===== src/rtl/usb_slavefifo_mc.sv =====
// rtl/usb_slavefifo_mc.sv - FX2 synchronous slave-FIFO controller, one OUT and one IN endpoint
module usb_slavefifo_mc #(
    parameter int                      DATA_NBIT    = 16,
    parameter int                      FIFOADR_NBIT = 2,
    parameter int                      PKT_WORDS    = 256,
    parameter int                      LEN_NBIT     = 9,
    parameter logic [FIFOADR_NBIT-1:0] RX_EP_ADDR   = 2'b00,
    parameter logic [FIFOADR_NBIT-1:0] TX_EP_ADDR   = 2'b10,
    parameter bit                      ZLP_EN       = 1'b1
) (
    input  logic                    ifclk,
    input  logic                    rst_n,
    input  logic                    f_empty,
    input  logic                    f_full,
    input  logic [DATA_NBIT-1:0]    rdata,
    output logic                    sloe,
    output logic                    slrd,
    output logic                    slwr,
    output logic                    pkend,
    output logic [FIFOADR_NBIT-1:0] fifoaddr,
    output logic                    wen,
    output logic [DATA_NBIT-1:0]    wdata,
    output logic                    rx_vd,
    output logic [DATA_NBIT-1:0]    rx_data,
    output logic                    rx_sop,
    output logic                    rx_eop,
    input  logic                    tx_req,
    input  logic [LEN_NBIT-1:0]     tx_len,
    output logic                    tx_busy,
    output logic                    tx_done,
    output logic [LEN_NBIT-1:0]     tx_addr,
    input  logic [DATA_NBIT-1:0]    tx_data
);

    typedef enum logic [2:0] {
        S_IDLE, S_RX_ADR, S_RX, S_RX_FLUSH, S_TX_ADR, S_TX, S_TX_PKEND, S_TX_TURN
    } state_t;

    localparam logic [LEN_NBIT-1:0] PKT_LEN = LEN_NBIT'(PKT_WORDS);

    state_t                state, state_nxt;
    logic                  tx_pend;
    logic [LEN_NBIT-1:0]   tx_len_q;
    logic [LEN_NBIT-1:0]   rd_cnt;
    logic [LEN_NBIT-1:0]   idx;
    logic                  last_was_tx;
    logic [DATA_NBIT-1:0]  hold;
    logic                  hold_vld;
    logic                  rx_first;
    logic                  tx_acc, rx_ok, tx_ok, pick_tx, tx_last;

    assign tx_acc  = tx_req && !tx_pend && (ZLP_EN || (tx_len != '0));
    assign rx_ok   = !f_empty;
    assign tx_ok   = tx_pend && !f_full;
    // On a tie the direction not served last wins
    assign pick_tx = tx_ok && (!rx_ok || !last_was_tx);

    assign slrd    = (state == S_RX) && !f_empty && (rd_cnt < PKT_LEN);
    assign slwr    = (state == S_TX) && !f_full && (idx < tx_len_q);
    assign tx_last = (idx == tx_len_q) || (slwr && ((idx + LEN_NBIT'(1)) == tx_len_q));

    // RAM has one cycle of latency, so request the word needed next cycle
    assign tx_addr = slwr ? idx + LEN_NBIT'(1) : idx;
    assign wdata   = (state == S_TX) ? tx_data : '0;
    assign tx_busy = tx_pend;

    always_comb begin
        state_nxt = state;
        sloe      = 1'b0;
        wen       = 1'b0;
        pkend     = 1'b0;
        tx_done   = 1'b0;
        fifoaddr  = RX_EP_ADDR;
        case (state)
            S_IDLE: begin
                if (pick_tx)    state_nxt = S_TX_ADR;
                else if (rx_ok) state_nxt = S_RX_ADR;
            end
            S_RX_ADR: begin
                sloe      = 1'b1;
                state_nxt = S_RX;
            end
            S_RX: begin
                sloe = 1'b1;
                if (f_empty || (rd_cnt == PKT_LEN)) state_nxt = S_RX_FLUSH;
            end
            S_RX_FLUSH: state_nxt = S_IDLE;
            S_TX_ADR: begin
                fifoaddr  = TX_EP_ADDR;
                wen       = 1'b1;
                state_nxt = S_TX;
            end
            S_TX: begin
                fifoaddr = TX_EP_ADDR;
                wen      = 1'b1;
                // A full packet is committed by the FX2 itself
                if (tx_last) state_nxt = (tx_len_q < PKT_LEN) ? S_TX_PKEND : S_TX_TURN;
            end
            S_TX_PKEND: begin
                fifoaddr  = TX_EP_ADDR;
                wen       = 1'b1;
                pkend     = 1'b1;
                state_nxt = S_TX_TURN;
            end
            S_TX_TURN: begin
                fifoaddr  = TX_EP_ADDR;
                tx_done   = 1'b1;
                state_nxt = S_IDLE;
            end
            default: state_nxt = S_IDLE;
        endcase
    end

    always_ff @(posedge ifclk or negedge rst_n) begin
        if (!rst_n) begin
            state       <= S_IDLE;
            tx_pend     <= 1'b0;
            tx_len_q    <= '0;
            rd_cnt      <= '0;
            idx         <= '0;
            last_was_tx <= 1'b1;
            hold        <= '0;
            hold_vld    <= 1'b0;
            rx_first    <= 1'b0;
            rx_vd       <= 1'b0;
            rx_data     <= '0;
            rx_sop      <= 1'b0;
            rx_eop      <= 1'b0;
        end else begin
            state  <= state_nxt;
            rx_vd  <= 1'b0;
            rx_sop <= 1'b0;
            rx_eop <= 1'b0;

            if (tx_acc) begin
                tx_pend  <= 1'b1;
                tx_len_q <= (tx_len > PKT_LEN) ? PKT_LEN : tx_len;
            end else if (state == S_TX_TURN) begin
                tx_pend <= 1'b0;
            end

            if (state == S_IDLE && state_nxt == S_TX_ADR) last_was_tx <= 1'b1;
            else if (state == S_IDLE && state_nxt == S_RX_ADR) last_was_tx <= 1'b0;

            case (state)
                S_RX_ADR: begin
                    rd_cnt   <= '0;
                    hold_vld <= 1'b0;
                    rx_first <= 1'b1;
                end
                S_RX: begin
                    // Hold one word back so the last word can carry rx_eop
                    if (slrd) begin
                        rd_cnt   <= rd_cnt + LEN_NBIT'(1);
                        hold     <= rdata;
                        hold_vld <= 1'b1;
                        if (hold_vld) begin
                            rx_vd    <= 1'b1;
                            rx_data  <= hold;
                            rx_sop   <= rx_first;
                            rx_first <= 1'b0;
                        end
                    end
                end
                S_RX_FLUSH: begin
                    if (hold_vld) begin
                        rx_vd   <= 1'b1;
                        rx_data <= hold;
                        rx_sop  <= rx_first;
                        rx_eop  <= 1'b1;
                    end
                    hold_vld <= 1'b0;
                    rx_first <= 1'b0;
                end
                S_TX_ADR:  idx <= '0;
                S_TX:      if (slwr) idx <= idx + LEN_NBIT'(1);
                S_TX_TURN: idx <= '0;
                default: ;
            endcase
        end
    end

endmodule


===== config.mk =====
export PLATFORM = sky130hd
export DESIGN_NAME = usb_slavefifo_mc
export DESIGN_NICKNAME = d
export VERILOG_FILES = /design/src/rtl/usb_slavefifo_mc.sv
export SDC_FILE = /design/constraint.sdc
export NUM_CORES = 1
export LEC_CHECK = 0
export CORE_MARGIN = 3
export CORE_UTILIZATION = 49
export CTS_BUF_LIST = sky130_fd_sc_hd__clkbuf_8 sky130_fd_sc_hd__clkbuf_16
export CTS_CLUSTER_SIZE = 24
export DETAILED_ROUTE_END_ITERATION = 6
export PLACE_DENSITY = 0.77
export SLEW_MARGIN = 15
export SYNTH_ARGS = -nofsm -noshare
export SYNTH_HDL_FRONTEND = slang
export SYNTH_SLANG_ARGS = --single-unit

===== constraint.sdc =====
create_clock -name ifclk -period 2.6 [get_ports ifclk]
set_input_delay 0.65 -clock ifclk [delete_from_list [all_inputs] [get_ports ifclk]]
set_output_delay 0.65 -clock ifclk [all_outputs]
set_load 0.05 [all_outputs]

==> metrics.md, run 1 <==
| Metric | Value |
|---|---|
| Combinational group share of total power | `57.8%` |
| Fin nets | `580` |
| Most common cell after layout, fill and taps aside | `nand2_1` |
| Crit Path Class | `flip-flop to output pin` |
| Register area share after synthesis | `45.7%` |
| Max IR drop VDD | `0.766 mV` |
| Max Cap Viol | `0` |
| Worst endpoint required time | `1.95 ns` |
| Part of the power in registers | `27.6%` |
| Max H-tree Level | `3` |
| DRT Pass-1 Iters | `5` |
| Initial DRC count | `215` |
| Syn Nets | `444` |
| Number of vias per cell | `5.26` |
| IO Pins | `99` |
| Largest fanout on the critical path | `3` |
| CTS root buf | `clkbuf_8` |
| Die Wd | `93.9 um` |
| GPL Wtd Cong | `0.893` |
| RSZ-0062 raised after global routing | `true` |
| Number of inserted diodes | `0` |
| Top FF cell, synth | `dfrtp_1` |
| Switching power | `2.73 mW` |
| Setup violations, final | `10` |
| Core Area | `7370 um2` |
| Antenna violations before repair | `0` |
| Crit-path cells | `inv_2 -> ha_4 -> a211oi_4 -> o211ai_2 -> a31oi_4 -> nand2_4 -> nor3_4 -> xor2_4 -> buf_12` |
| Grt ovf | `0` |
| Clk slew on worst S/H paths | `0.08 ns` |
| Status | `finished with violations` |
| FMAX | `329 MHz` |
| Design area | `5930 um2` |
| Crit path DAT | `2.39 ns` |
| Synthesized cell area | `3780 um2` |
| Final period utilization | `117%` |
| Worst flop-to-flop path endpoint | `idx[8]` |
| First-pass GRT wire length | `16600 um` |
| FF-to-FF Start | `tx_len_q[8]` |
| Failing checks | `negative setup slack` |
| Crit-path max cell delay | `0.40 ns` |
| Max Slew Vio Count | `0` |
| Crit path launch type | `flip-flop` |
| Die Ht | `93.9 um` |
| Syn-to-layout area delta | `56.7%` |
| # DRC | `0` |
| Placed wire-length estimate | `7270 um` |
| PortBufs | `97` |
| Post-synth EDFFs | `0` |
| Worst-margin pin slew | `0.678 ns` |
| Clock tree buffer depth | `2` |
| Synth cell types | `63` |
| DR vias | `3291` |
| Hold Crit Class | `input pin to asynchronous set/reset pin` |
| Final non-filler cell total | `626` |
| GRT Total Usage | `24.3%` |
| Post-route ant nets | `0` |
| Final setup margin | `-0.440 ns` |
| Synth Warn # | `0` |
| CTS tree | `built` |
| Clk_lat worst skew | `0.35 ns` |
| #FFs+latches synth | `69` |
| FP Rows | `31` |
| Largest net degree at the start of global routing | `43` |
| Clock power frac | `14.6%` |
| PD cells | `1030 nW/um2` |
| Post-DP Area | `5530 um2` |
| Fin crit period | `3.04 ns` |
| TritonCTS Sinks | `69` |
| Final Util | `80.5%` |
| Detailed Route WL | `10100 um` |
| Sw Ratio | `44.5%` |
| Number of fill cells | `456` |
| Syn avg cell area | `9.80 um2` |
| Total Power | `6.14 mW` |
| CP endpoint kind | `output pin` |
| Die outline area | `8810 um2` |
| Final Skew | `0.0171 ns` |
| Pint | `3.41 mW` |
| Setup WS pre-CTS | `-0.465 ns` |
| Starting density of the core | `51.3%` |
| Leakage | `2.70 nW` |
| Synth Instances | `386` |
| Commonest non-fill, non-tap cells in the layout | `71 x nand2_1, 67 x dfrtp_1, 64 x clkdlybuf4s50_1` |
| # placed instances | `604` |
| WL/cell | `16.1 um` |
| Final Hold Violating Endpoints | `0` |
| CTS Buf Count | `9` |
| R2r worst-path depth | `11` |
| Ys async rst share | `100%` |
| Critical path's slowest cell | `dfrtp_1` |
| Vias in the first global route | `3417` |
| Worst reg2reg setup slack | `0.28 ns` |
| Slew headroom | `54.8%` |
| Critical Path End | `tx_addr[8]` |
| Proportion of layout cells with a drive suffix above 1 | `29.0%` |
| Crit. Startpoint | `tx_len_q[8]` |
## repair_timing
| item | CTS | global route |
|---|---|---|
| hold buffers | 0 | 0 |
| setup endpoints to repair | 10 | 10 |
| gates resized for setup | 13 | 14 |
| buffers inserted | 3 | 3 |
| pin swaps | 6 | 18 |
## worst min path at each step
stage / from / end
after floorplan: rst_n / hold[0]
final: rst_n / tx_len_q[1]
after CTS: rst_n / rx_vd
after global placement: hold[3] / hold[3]
after detailed placement: hold[14] / hold[14]
after global routing: rst_n / rx_vd
## synthesized netlist by cell type, drive strengths merged, types with 3 or more instances
master   instances  share of area (%)
nand2           76                7.7
dfrtp           68                 45
and2            21                3.5
inv             19                2.0
mux2            18                5.4
o21ai           18                2.8
nor2            17                1.9
a21oi           14                2.0
ha              12                4.0
nand2b          12                2.0
buf             11                2.1
xnor2           10                2.3
xor2            10                2.3
nand3            9                1.6
and3             6               0.99
clkbuf           6               0.60
mux2i            4                1.1
nor3             4               0.66
o2111ai          4                1.1
o21a             4               0.79
a31oi            3               0.89
nand4            3               0.89
nor2b            3               0.50
nor4b            3               0.69
or3              3               0.50
## metrics by stage
stage	setup TNS (ns)	hold WS, ns
3_3_place_gp	-3.57	0.453
5_1_grt	-4.57	0.362
6_report	-3.51	0.328
3_5_place_dp	-3.67	0.459
2_1_floorplan	-0.479	0.354
4_1_cts	-3.66	0.337
## cells by family (layout without fill, tap and decap cells)
kind of cell,count (synthesis),count (layout),synth area share (%)
adder cells (fa/ha/maj),12,12,3.97
buffers and inverters,37,178,4.83
AND/OR/NAND/NOR,165,165,22.6
AO/OA/AOI/OAI,60,60,11.8
multiplexers,22,22,6.42
XOR/XNOR,20,20,4.63
other,1,1,0.0991
flip-flops,69,69,45.7
## power groups by stage
| stage | Clock [mW] | Sequential, mW | Combinational (mW) |
|---|---|---|---|
| floorplan | 0 | 2.12 | 1.64 |
| global route | 0.961 | 1.74 | 3.80 |
| global placement | 0 | 1.68 | 3.32 |
| detailed placement | 0 | 1.69 | 3.38 |
| CTS | 0.914 | 1.69 | 3.46 |
| finish | 0.897 | 1.69 | 3.55 |
## layout make-up
type / instances / area, um2 / share of cell area [%]
clock inverter: 7 / 75.1 / 1.27
clock buffer: 9 / 124 / 2.09
inverter: 20 / 90.1 / 1.52
sequential: 69 / 1730 / 29.2
tap: 99 / 124 / 2.09
multi-input combinational: 280 / 2150 / 36.3
timing repair buffer: 142 / 1640 / 27.6
## critical path, delay by kind of cell, from the launching register on
kind	cells	cell delay [ns]
AND/OR/NAND/NOR	2	0.41
flip-flops	1	0.40
buffers and inverters	2	0.24
XOR/XNOR	1	0.19
AO/OA/AOI/OAI	3	0.58
adder cells (fa/ha/maj)	1	0.22
## registers in the layout, summed over array words and instances (netlist names)
name,cells
rx_sop,1
rx_vd,1
tx_busy,1
state,3
tx_len_q,9
rd_cnt,9
rx_first,1
idx,9
rx_data,16
hold,16
hold_vld,1
last_was_tx,1
rx_eop,1
## per-layer routing
metal | wire [um] | track usage [%]
met1 | 4230 | 31.1
met2 | 4780 | 38.8
met3 | 923 | 8.49
met4 | 139 | 7.58
met5 | 0 | 0
Power figures use the tool's default switching activity.
==> run 2: changes to the inputs <==
--- a/config.mk
+++ b/config.mk
@@ -5,6 +5,7 @@
 export SDC_FILE = /design/constraint.sdc
 export NUM_CORES = 1
 export LEC_CHECK = 0
+export CAP_MARGIN = 0
 export CORE_MARGIN = 3
 export CORE_UTILIZATION = 49
 export CTS_BUF_LIST = sky130_fd_sc_hd__clkbuf_8 sky130_fd_sc_hd__clkbuf_16
==> results of run 2 <==
Final layout, timing and power as in run 1 (identical DEF).
==> run 3: changes to the inputs <==
--- a/config.mk
+++ b/config.mk
@@ -12,6 +12,7 @@
 export CTS_CLUSTER_SIZE = 24
 export DETAILED_ROUTE_END_ITERATION = 6
 export PLACE_DENSITY = 0.77
+export RECOVER_POWER = 25
 export SLEW_MARGIN = 15
 export SYNTH_ARGS = -nofsm -noshare
 export SYNTH_HDL_FRONTEND = slang
==> metrics.md, run 3 (synthesis results as in run 1) <==
| Metric | Value |
|---|---|
| Status | `finished with violations` |
| Failing checks | `max-capacitance violations, max-slew violations, negative setup slack` |
| Worst Hold Depth | `2` |
| Final period utilization | `117%` |
| Die Wd | `93.9 um` |
| Final Hold Violating Endpoints | `0` |
| Worst flop-to-flop path endpoint | `idx[8]` |
| Area occupied by multi-input gates | `2150 um2` |
| Critical path's slowest cell | `dfrtp_1` |
| Hold Crit Class | `flip-flop to flip-flop` |
| CTS root buf | `clkbuf_8` |
| First-pass GRT wire length | `16600 um` |
| Vias in the first global route | `3417` |
| Core Area | `7370 um2` |
| Detailed Route WL | `10100 um` |
| Slew headroom | `-3.05%` |
| DRT Pass-1 Iters | `5` |
| Commonest non-fill, non-tap cells in the layout | `71 x nand2_1, 67 x dfrtp_1, 64 x clkdlybuf4s50_1` |
| HP Start | `hold[14]` |
| Initial DRC count | `215` |
| FF-to-FF Start | `tx_len_q[8]` |
| Max IR drop VDD | `0.766 mV` |
| FP Rows | `31` |
| Largest net degree at the start of global routing | `43` |
| IO Pins | `99` |
| # DRC | `0` |
| Final setup margin | `-0.440 ns` |
| Fin crit period | `3.04 ns` |
| Clk slew on worst S/H paths | `0.08 ns` |
| Leakage | `2.69 nW` |
| PortBufs | `97` |
| Final Skew | `0.0170 ns` |
| Final Util | `80.3%` |
| Max Slew Vio Count | `29` |
| Post-route ant nets | `0` |
| Setup TNS Final | `-3.51 ns` |
| CTS Buf Count | `9` |
| Crit-path max cell delay | `0.40 ns` |
| CP endpoint kind | `output pin` |
| Proportion of layout cells with a drive suffix above 1 | `28.8%` |
| PD cells | `1040 nW/um2` |
| GRT Total Usage | `24.3%` |
| Worst endpoint required time | `1.95 ns` |
| Top Registers | `hold x16, rx_data x16` |
| Storage cell area | `1730 um2` |
| WL/cell | `16.1 um` |
| Worst Hold End | `hold[14]` |
| Crit-path cells | `inv_2 -> ha_4 -> a211oi_4 -> o211ai_2 -> a31oi_4 -> nand2_4 -> nor3_4 -> xor2_4 -> buf_12` |
| Fin nets | `580` |
| TritonCTS Sinks | `69` |
| Clock tree buffer depth | `2` |
| Max Cap Viol | `1` |
| Placed wire-length estimate | `7270 um` |
| Crit path DAT | `2.39 ns` |
| Die Ht | `93.9 um` |
| Final non-filler cell total | `626` |
| Number of fill cells | `459` |
| Worst-margin pin slew | `1.55 ns` |
| Worst reg2reg setup slack | `0.28 ns` |
| Syn-to-layout area delta | `56.3%` |
| DR vias | `3297` |
| CTS tree | `built` |
| Setup violations, final | `10` |
| FMAX | `329 MHz` |
| Largest fanout on the critical path | `3` |
| Crit path launch type | `flip-flop` |
| Number of inserted diodes | `0` |
| # placed instances | `604` |
| Total Power | `6.13 mW` |
| GPL Wtd Cong | `0.893` |
| Die outline area | `8810 um2` |
| Antenna violations before repair | `0` |
| Crit Path Class | `flip-flop to output pin` |
| R2r worst-path depth | `11` |
| Number of vias per cell | `5.27` |
| Grt ovf | `0` |
| Most common cell after layout, fill and taps aside | `nand2_1` |
| RSZ-0062 raised after global routing | `true` |
| Clk_lat worst skew | `0.35 ns` |
| Starting density of the core | `51.3%` |
| Hold-fix buffers at CTS | `0` |
| Max H-tree Level | `3` |
## run 3: what timing repair did
| item | CTS | global route |
|---|---|---|
| resized for setup | 13 | 14 |
| pin swaps | 6 | 18 |
| setup endpoints to repair | 10 | 10 |
| buffers inserted | 3 | 3 |
## run 3: cell type report
class | count | area share, %
Clock buffer | 9 | 2.09
Clock inverter | 7 | 1.27
Inverter | 20 | 1.52
Multi-Input combinational cell | 280 | 36.4
Sequential cell | 69 | 29.2
Tap cell | 99 | 2.09
Timing Repair Buffer | 142 | 27.4
## run 3: per-stage QoR
| step | setup slack [ns] | hold slack, ns | cell area (um2) |
|---|---|---|---|
| floorplan | -0.104 | 0.354 | 3930 |
| global placement | -0.426 | 0.453 | 5530 |
| detailed placement | -0.465 | 0.459 | 5530 |
| CTS | -0.415 | 0.337 | 5820 |
| global route | -0.558 | 0.511 | 5920 |
| finish | -0.440 | 0.478 | 5920 |
## run 3: how the worst max path moves through the flow
| stage | startpoint | endpoint | slack [ns] | depth (start not counted) |
|---|---|---|---|---|
| after global routing | tx_len_q[8] | tx_addr[8] | -0.56 | 9 |
| after floorplan | idx[7] | tx_addr[0] | -0.10 | 7 |
| after detailed placement | f_full | tx_addr[7] | -0.46 | 8 |
| after CTS | tx_len_q[8] | tx_addr[7] | -0.42 | 9 |
| after global placement | f_full | tx_addr[7] | -0.43 | 8 |
| final | tx_len_q[8] | tx_addr[8] | -0.44 | 9 |
## run 3: power by group
group / switching, mW / total, mW / internal, mW
combinational: 2.05 / 3.55 / 1.50
clock: 0.451 / 0.897 / 0.446
sequential: 0.232 / 1.69 / 1.46
total: 2.73 / 6.13 / 3.40
## run 3: worst max-delay path, delay by kind of cell (launching register included)
kind | cells | cell delay [ns]
compound gates | 3 | 0.58
simple gates | 2 | 0.41
flops | 1 | 0.40
buf+inv | 2 | 0.24
fa+ha+maj | 1 | 0.22
xor+xnor | 1 | 0.19
## run 3: routing by layer
metal / part of all wire, % / GRT usage, % / routed length [um] / vias to the layer above
li1: - / - / - / 1586
met5: 0 / 0 / 0 / -
met1: 42 / 31.1 / 4240 / 1563
met2: 47 / 38.8 / 4770 / 132
met3: 9.1 / 8.49 / 918 / 16
met4: 1.5 / 7.58 / 147 / 0
